**src/rtl/cpu_pkg.sv**
```systemverilog
// Shared CPU constants: register-file address width and the index of the zero register (XZR).
package cpu_pkg;
    localparam int unsigned REG_ADDR_W = 5;
    localparam int unsigned XZR_IDX    = 31;

    typedef logic [REG_ADDR_W-1:0] reg_addr_t;
endpackage

```
**src/rtl/decoder_nx2n.sv**
```systemverilog
// Combinational N-to-2^N one-hot decoder; all-zero output when enable is low.
module decoder_nx2n #(
    parameter int unsigned ADDR_W = 3
) (
    input  logic                  enable,
    input  logic [ADDR_W-1:0]     addr,
    output logic [(1<<ADDR_W)-1:0] dec
);
    always_comb begin
        dec = '0;
        if (enable)
            dec[addr] = 1'b1;
    end
endmodule

```
**src/rtl/decoder_pipe.sv**
```systemverilog
// Registered one-hot write-enable decoder with zero-register suppression and a
// 1-entry skid buffer so back-pressure never drops or duplicates a transaction.
module decoder_pipe
    import cpu_pkg::*;
#(
    parameter int unsigned ADDR_W    = REG_ADDR_W,
    parameter bit          MASK_ZERO = 1'b1,
    parameter int unsigned ZERO_IDX  = XZR_IDX
) (
    input  logic                    clk,
    input  logic                    reset,
    input  logic                    in_valid,
    output logic                    in_ready,
    input  logic [ADDR_W-1:0]       in_addr,
    input  logic                    in_en,
    output logic                    out_valid,
    input  logic                    out_ready,
    output logic [(1<<ADDR_W)-1:0]  out_decode,
    output logic [ADDR_W-1:0]       out_addr,
    output logic                    out_hit
);
    localparam int unsigned DEC_W = 1 << ADDR_W;

    logic              masked;
    logic              dec_en;
    logic [DEC_W-1:0]  in_dec;
    logic              in_xfer;
    logic              out_load;

    logic              skid_valid;
    logic [DEC_W-1:0]  skid_decode;
    logic [ADDR_W-1:0] skid_addr;

    assign masked   = MASK_ZERO && (in_addr == ADDR_W'(ZERO_IDX));
    assign dec_en   = in_en && !masked;
    assign in_ready = !skid_valid;
    assign in_xfer  = in_valid && in_ready;
    assign out_load = !out_valid || out_ready;

    decoder_nx2n #(.ADDR_W(ADDR_W)) u_dec (
        .enable (dec_en),
        .addr   (in_addr),
        .dec    (in_dec)
    );

    // The skid can only be occupied while the output is stalled, so when it is
    // full in_ready is low and a skid unload never coincides with an input transfer.
    always_ff @(posedge clk) begin
        if (reset) begin
            out_valid   <= 1'b0;
            out_decode  <= '0;
            out_addr    <= '0;
            out_hit     <= 1'b0;
            skid_valid  <= 1'b0;
            skid_decode <= '0;
            skid_addr   <= '0;
        end else if (out_load) begin
            if (skid_valid) begin
                out_valid  <= 1'b1;
                out_decode <= skid_decode;
                out_addr   <= skid_addr;
                out_hit    <= |skid_decode;
                skid_valid <= 1'b0;
            end else if (in_xfer) begin
                out_valid  <= 1'b1;
                out_decode <= in_dec;
                out_addr   <= in_addr;
                out_hit    <= |in_dec;
            end else begin
                out_valid <= 1'b0;
                out_hit   <= 1'b0;
            end
        end else if (in_xfer) begin
            skid_valid  <= 1'b1;
            skid_decode <= in_dec;
            skid_addr   <= in_addr;
        end
    end
endmodule

```
**config.mk**
```make
export PLATFORM = sky130hd
export DESIGN_NAME = decoder_pipe
export DESIGN_NICKNAME = d
export VERILOG_FILES = /design/src/rtl/cpu_pkg.sv /design/src/rtl/decoder_nx2n.sv /design/src/rtl/decoder_pipe.sv
export SDC_FILE = /design/constraint.sdc
export NUM_CORES = 1
export LEC_CHECK = 0
export BUFFER_PORTS_ARGS = -buffer_cell sky130_fd_sc_hd__clkbuf_2
export CAP_MARGIN = 25
export CORE_UTILIZATION = 50
export CTS_BUF_LIST = sky130_fd_sc_hd__clkbuf_4
export DETAILED_ROUTE_END_ITERATION = 10
export PLACE_DENSITY_LB_ADDON = 0.3
export SETUP_SLACK_MARGIN = 0.15
export SLEW_MARGIN = 20
export SYNTH_ARGS = -nofsm -noshare
export SYNTH_HDL_FRONTEND = slang
export SYNTH_SLANG_ARGS = --single-unit
```
**constraint.sdc**
```tcl
create_clock -name clk -period 1.5 [get_ports clk]
set_clock_uncertainty 0.15 [all_clocks]
set_input_delay 0.225 -clock clk [delete_from_list [all_inputs] [get_ports clk]]
set_output_delay 0.225 -clock clk [all_outputs]
set_load 0.03 [all_outputs]
```
Word-level counts from Yosys, hierarchy flattened --
Index checks and enable logic that the tools add are counted.
Word-level totals: bits in registers 77, input bits 10, output and inout port bits 40, word-level logic and storage cells 35
Cells by class: order comparisons 2, equality and inequality tests 1, muxes and demuxes 11, bitwise operators 1, reductions and logical operators 13
Operator list (number):
- 32-bit 2-to-1 mux | 3
- 32-bit OR reduction | 2
- 5-bit 2-to-1 mux | 2
- 5-bit by 6-bit less-than comparator with 1-bit output (second input constant) | 1
- 1-bit demux with 5-bit select | 1
- 5-bit equality test (second input constant) | 1
- 5-bit by 1-bit >= comparator with 1-bit output (second input constant) | 1
- 1-bit 2-to-1 mux | 5
- 2-bit AND reduction | 2
- 1-bit logical AND | 3
- 1-bit logical NOT | 3
- 2-bit nonzero test | 1
- 2-bit OR reduction | 1
- 1-bit logical OR | 1
- 1-bit NOT | 1

Logic depth before layout (Yosys ltp) --
depth in word-level cells 8, mapped depth 6, gate-level depth less buffers 4

By module --
Synthesis repeated with hierarchy kept, for this count alone.
Second synthesis, totals: cell total of the unflattened synthesis 412, area, all modules 3622.2 um^2
Modules (own cells, without submodules):
- decoder_pipe | instances 1, cells each 365, area an instance 3392.0 um^2, seq. area each 1541.5 um^2
- decoder_nx2n | instances 1, cells each 47, area an instance 230.2 um^2, seq. area each 0.0 um^2

Least setup slack after synthesis --
OpenSTA, ideal clock, no wires.
path kind register to register, start point reg out_valid, end point reg skid_decode[12], library setup time 0.066 ns, data arrival time 1.427 ns, required time 1.284 ns, setup slack -0.143 ns, cell stages (with the launch flop) 6, buffers on the path 1, period minus slack after synthesis 1.643 ns, path through dfxtp_1 -> nand4bb_1 -> clkbuf_1 -> nor4b_2 -> a22oi_1 -> nor2_1
Between the ends: cells in the longest elaborated chain, start to end 4
Ends and longest elaborated chain:
- start, declared | line decoder_pipe.sv:16 | output logic out_valid,
- start signal, assigned | line decoder_pipe.sv:50 | out_valid <= 1'b0;
- start signal, assigned | line decoder_pipe.sv:59 | out_valid <= 1'b1;
- start signal, assigned | line decoder_pipe.sv:65 | out_valid <= 1'b1;
- 1-bit logical NOT | line decoder_pipe.sv:38 | assign out_load = !out_valid || out_ready;
- 1-bit logical OR | line decoder_pipe.sv:38
- 1-bit NOT (no line)
- 2-bit AND reduction (no line)
- end signal, assigned | line decoder_pipe.sv:75 | skid_decode <= in_dec;
- end, declared | line decoder_pipe.sv:31 | logic [DEC_W-1:0] skid_decode;
No other way between the ends. A chain may end at the register's enable or synchronous reset.

Worst setup path in the final report --
start point reg skid_valid, end point reg out_addr[0]
Between the ends: cells in the longest elaborated chain, start to end 4, elaborated cells on any way between the ends 5, those cells by class mux (1); reduce/logical (4)
Ends and longest elaborated chain:
- start, declared | line decoder_pipe.sv:30 | logic skid_valid;
- start signal, assigned | line decoder_pipe.sv:54 | skid_valid <= 1'b0;
- start signal, assigned | line decoder_pipe.sv:63 | skid_valid <= 1'b0;
- start signal, assigned | line decoder_pipe.sv:74 | skid_valid <= 1'b1;
- 1-bit logical NOT | line decoder_pipe.sv:36 | assign in_ready = !skid_valid;
- 1-bit logical AND | line decoder_pipe.sv:37 | assign in_xfer = in_valid && in_ready;
- 2-bit nonzero test (no line)
- 2-bit AND reduction (no line)
- end signal, assigned | line decoder_pipe.sv:61 | out_addr <= skid_addr;
- end signal, assigned | line decoder_pipe.sv:67 | out_addr <= in_addr;
- end, declared | line decoder_pipe.sv:19 | output logic [ADDR_W-1:0] out_addr,
Several ways; a longest one is shown, not always the timed one.

==> results.sh <==
export IMPL_setup_ws_ns=-0.174
export IMPL_crit_start="skid_valid"
export IMPL_instances_no_fill=573
export IMPL_ant_nets=0
export IMPL_grtUsageTotal_pct=30.2
export IMPL_power_density_mw_per_mm2=874
export IMPL_die_y_um=83
export IMPL_fin_crit_sh_pct=112
export IMPL_grt_overflow=0
export IMPL_ys_seq_elements=77
export IMPL_fin_crit_ns=1.67
export IMPL_outcome="complete, but fails checks"
export IMPL_cp_start_kind="flop"
export IMPL_synth_edf_count=0
export IMPL_yosysSeqAreaShare_pct=47.0
export IMPL_cp_common_cell="buf_6"
export IMPL_drv_slew=0
export IMPL_diodes=0
export IMPL_gr_usage_met2_pct=49.1
export IMPL_reg2reg_slack_ns=-0.17
export IMPL_hold_path_end="skid_addr[2]"
export IMPL_place_ws_ns=-0.103
export IMPL_nNetsFinal=501
export IMPL_clock_path_buffers=2
export IMPL_core_mm2=0.00635
export IMPL_die_area_mm2=0.00689
export IMPL_reg2reg_to="out_addr[0]"
export IMPL_violations="setup timing"
export IMPL_min_path_type="input port to flop"
export IMPL_ys_top_cells_by_count="96 x nor2_1, 77 x dfxtp_1, 30 x a211oi_1, 29 x nor3_1, 27 x clkbuf_1"
export IMPL_min_from="in_addr[2]"
export IMPL_end_kind="flop"
export IMPL_met3_usage_pct=8.45
export IMPL_grt_first_pass_wirelength_um=16400
export IMPL_cp_slowest_cell="dfxtp_4"
export IMPL_clk_latency_ns=0.44
export IMPL_final_setup_viol_count=75
export IMPL_ff2ff_path_depth=8
export IMPL_ioPinCount=50
export IMPL_clock_sinks=77
export IMPL_critPathMaxFanout=7
export IMPL_grt_pass1_vias=3241
export IMPL_slew_headroom_pct=75.0
export IMPL_synth_avg_cell_area_um2=8.31
export IMPL_p_total_mw=4.46
export IMPL_met1_usage_pct=37.4
export IMPL_hold_viol_final=0
export IMPL_dp_cells=528
export IMPL_vias=3598
export IMPL_port_buffers=49
export IMPL_synth_area_mm2=0.00328
export IMPL_grt_busiest_layer="met2"
export IMPL_drive_gt1_share_pct=49.2
export IMPL_cts_hold_buf=0
export IMPL_hpwl_um=5970
export IMPL_antenna_found_initial=0
export IMPL_synth_top_area_share_pct=47.0
export IMPL_r2r_start="skid_valid"
export IMPL_arrival_ns=1.85
export IMPL_gp_congestion=0.870
export IMPL_synthTopCellsByArea="dfxtp_1 47%, nor2_1 11%, a211oi_1 6.9%"
export IMPL_rows=29
export IMPL_yosysTopAreaCell="dfxtp_1"
export IMPL_ys_warn_count=0
export IMPL_rsz0062_at_grt="true"
export IMPL_critPathMaxStageDelay_ns=0.41
export IMPL_netlist_instances=395
export IMPL_drc=0
export IMPL_grt_max_degree=78
export IMPL_max_freq_mhz=597
export IMPL_worstPathRequired_ns=1.68
export IMPL_wl_per_cell_um=20.2
export IMPL_htreeDepth=3
export IMPL_yosys_cell_count_top_type="nor2_1"
export IMPL_synth_flop_cell="dfxtp_1"
export IMPL_cts_tree="yes"
export IMPL_drt_initial_drc_count=403
export IMPL_async_flop_share_pct=0
export IMPL_worstSetupPathType="flop to flop"
export IMPL_clkTransAtPathRegs_ns=0.14
export IMPL_max_slew_worst_pin_slew_ns=0.374
export IMPL_syn_nets=405
export IMPL_die_w_um=83
export IMPL_avgViaCountPerCell=6.28
export IMPL_cts_root_buffer="clkbuf_4"
export IMPL_leakage_nw=1.96
export IMPL_holdPathStages=3
export IMPL_drv_cap=0
export IMPL_initial_utilization_pct=51.7
export IMPL_wirelength_um=11600
export IMPL_cts_buffers=9
export IMPL_drt_pass1_iterations=5
export IMPL_synth_cell_types=32
export IMPL_vdd_drop_max_uv=653
export IMPL_postPlaceCellArea_mm2=0.00391
export IMPL_areaGrowthSynthToFinish_pct=55.5
export IMPL_fin_area_mm2=0.00510
export IMPL_crit_chain="buf_6 > buf_6 > nor2_4 > nor2_4 > buf_6 > buf_12 > nor2_2 > a211oi_1"
export IMPL_setup_tns_ns=-6.30
==> flip-flops by register name (all words and copies together), names as in the netlist <==
register and flops:
out_decode 32, skid_decode 32, out_addr 5, skid_addr 5, out_hit 1, out_valid 1
skid_valid 1
==> cell type report <==
type | instances | area [um^2]
clock buffer | 10 | 75.1
multi-input combinational | 279 | 1890
tap | 77 | 96.3
clock inverter | 6 | 55.1
timing repair buffer | 123 | 1380
sequential | 77 | 1600
inverter | 1 | 8.76
fill | 364 | 1250
==> timing repair <==
| item | 4_1_cts | 5_1_grt |
|---|---|---|
| setup endpoints to repair | 115 | 114 |
| gates cloned | 4 | 2 |
| setup buffers | 6 | 17 |
| pin swaps | 14 | 10 |
| gates resized for setup | 146 | 80 |
==> power breakdown <==
part / internal (mW) / switching, mW / total [mW] / leakage [nW]
sequential: 2.13 / 0.0677 / 2.20 / 0.644
clock: 0.511 / 0.766 / 1.28 / 0.0712
combinational: 0.455 / 0.528 / 0.983 / 1.24
==> critical path, delay by kind of cell (launching register included) <==
kind,cells,cell delay (ns)
flops,1,0.41
buf+inv,4,0.47
simple gates,3,0.30
compound gates,1,0.23
==> logic make-up (layout without fill, tap and decap cells) <==
group | Yosys count | count (layout) | synth area share, %
simple gates | 196 | 196 | 29.5
buf+inv | 39 | 140 | 5.03
compound gates | 78 | 78 | 16.9
mux | 5 | 5 | 1.53
flops | 77 | 77 | 47.0
==> through the flow <==
stage | utilization, % | hold WS [ns]
6_report | 80.3 | 0.0602
2_1_floorplan | - | 0.268
4_1_cts | 74.6 | 0.0242
3_3_place_gp | 61.6 | 0.291
5_1_grt | 80.3 | 0.0741
3_5_place_dp | 61.6 | 0.297
==> worst max path at each step <==
stage	to	slack [ns]
detailed placement	out_decode[24]	-0.10
global route	skid_decode[4]	-0.23
floorplan	out_decode[4]	0.02
global placement	out_decode[3]	-0.07
CTS	skid_decode[17]	-0.12
finish	out_addr[0]	-0.17
==> placed cells by master, fill, tap and decap left out, types with 3 or more instances in the layout <==
| master | Yosys | routed |
|---|---|---|
| nor2_1 | 96 | 79 |
| buf_4 | 0 | 55 |
| dfxtp_1 | 77 | 37 |
| dfxtp_2 | 0 | 36 |
| buf_8 | 0 | 28 |
| a211oi_1 | 30 | 27 |
| nor3_1 | 29 | 25 |
| nand2_1 | 20 | 18 |
| a22oi_2 | 0 | 15 |
| nor2_2 | 0 | 13 |
| buf_6 | 1 | 12 |
| nor3_2 | 8 | 11 |
| a21oi_1 | 15 | 11 |
| clkbuf_4 | 0 | 10 |
| clkbuf_2 | 0 | 9 |
| clkbuf_8 | 0 | 9 |
| nand3_1 | 8 | 8 |
| a22oi_1 | 23 | 8 |
| a221oi_1 | 6 | 6 |
| mux2i_1 | 5 | 5 |
| buf_12 | 0 | 5 |
| nor2_4 | 0 | 4 |
| nand3b_1 | 4 | 4 |
| a21oi_2 | 0 | 4 |
| nor4_2 | 0 | 4 |
| nor4_1 | 9 | 4 |
| dfxtp_4 | 0 | 4 |
| a211oi_2 | 0 | 3 |
| nor3b_1 | 5 | 3 |
| or3b_1 | 3 | 3 |
| buf_16 | 0 | 3 |
==> per-layer routing <==
metal	vias up	wire length, um
li1	1612	-
met1	1719	4590
met2	216	5440
met3	51	991
met4	0	542
met5	-	0
Power figures use the tool's default switching activity.
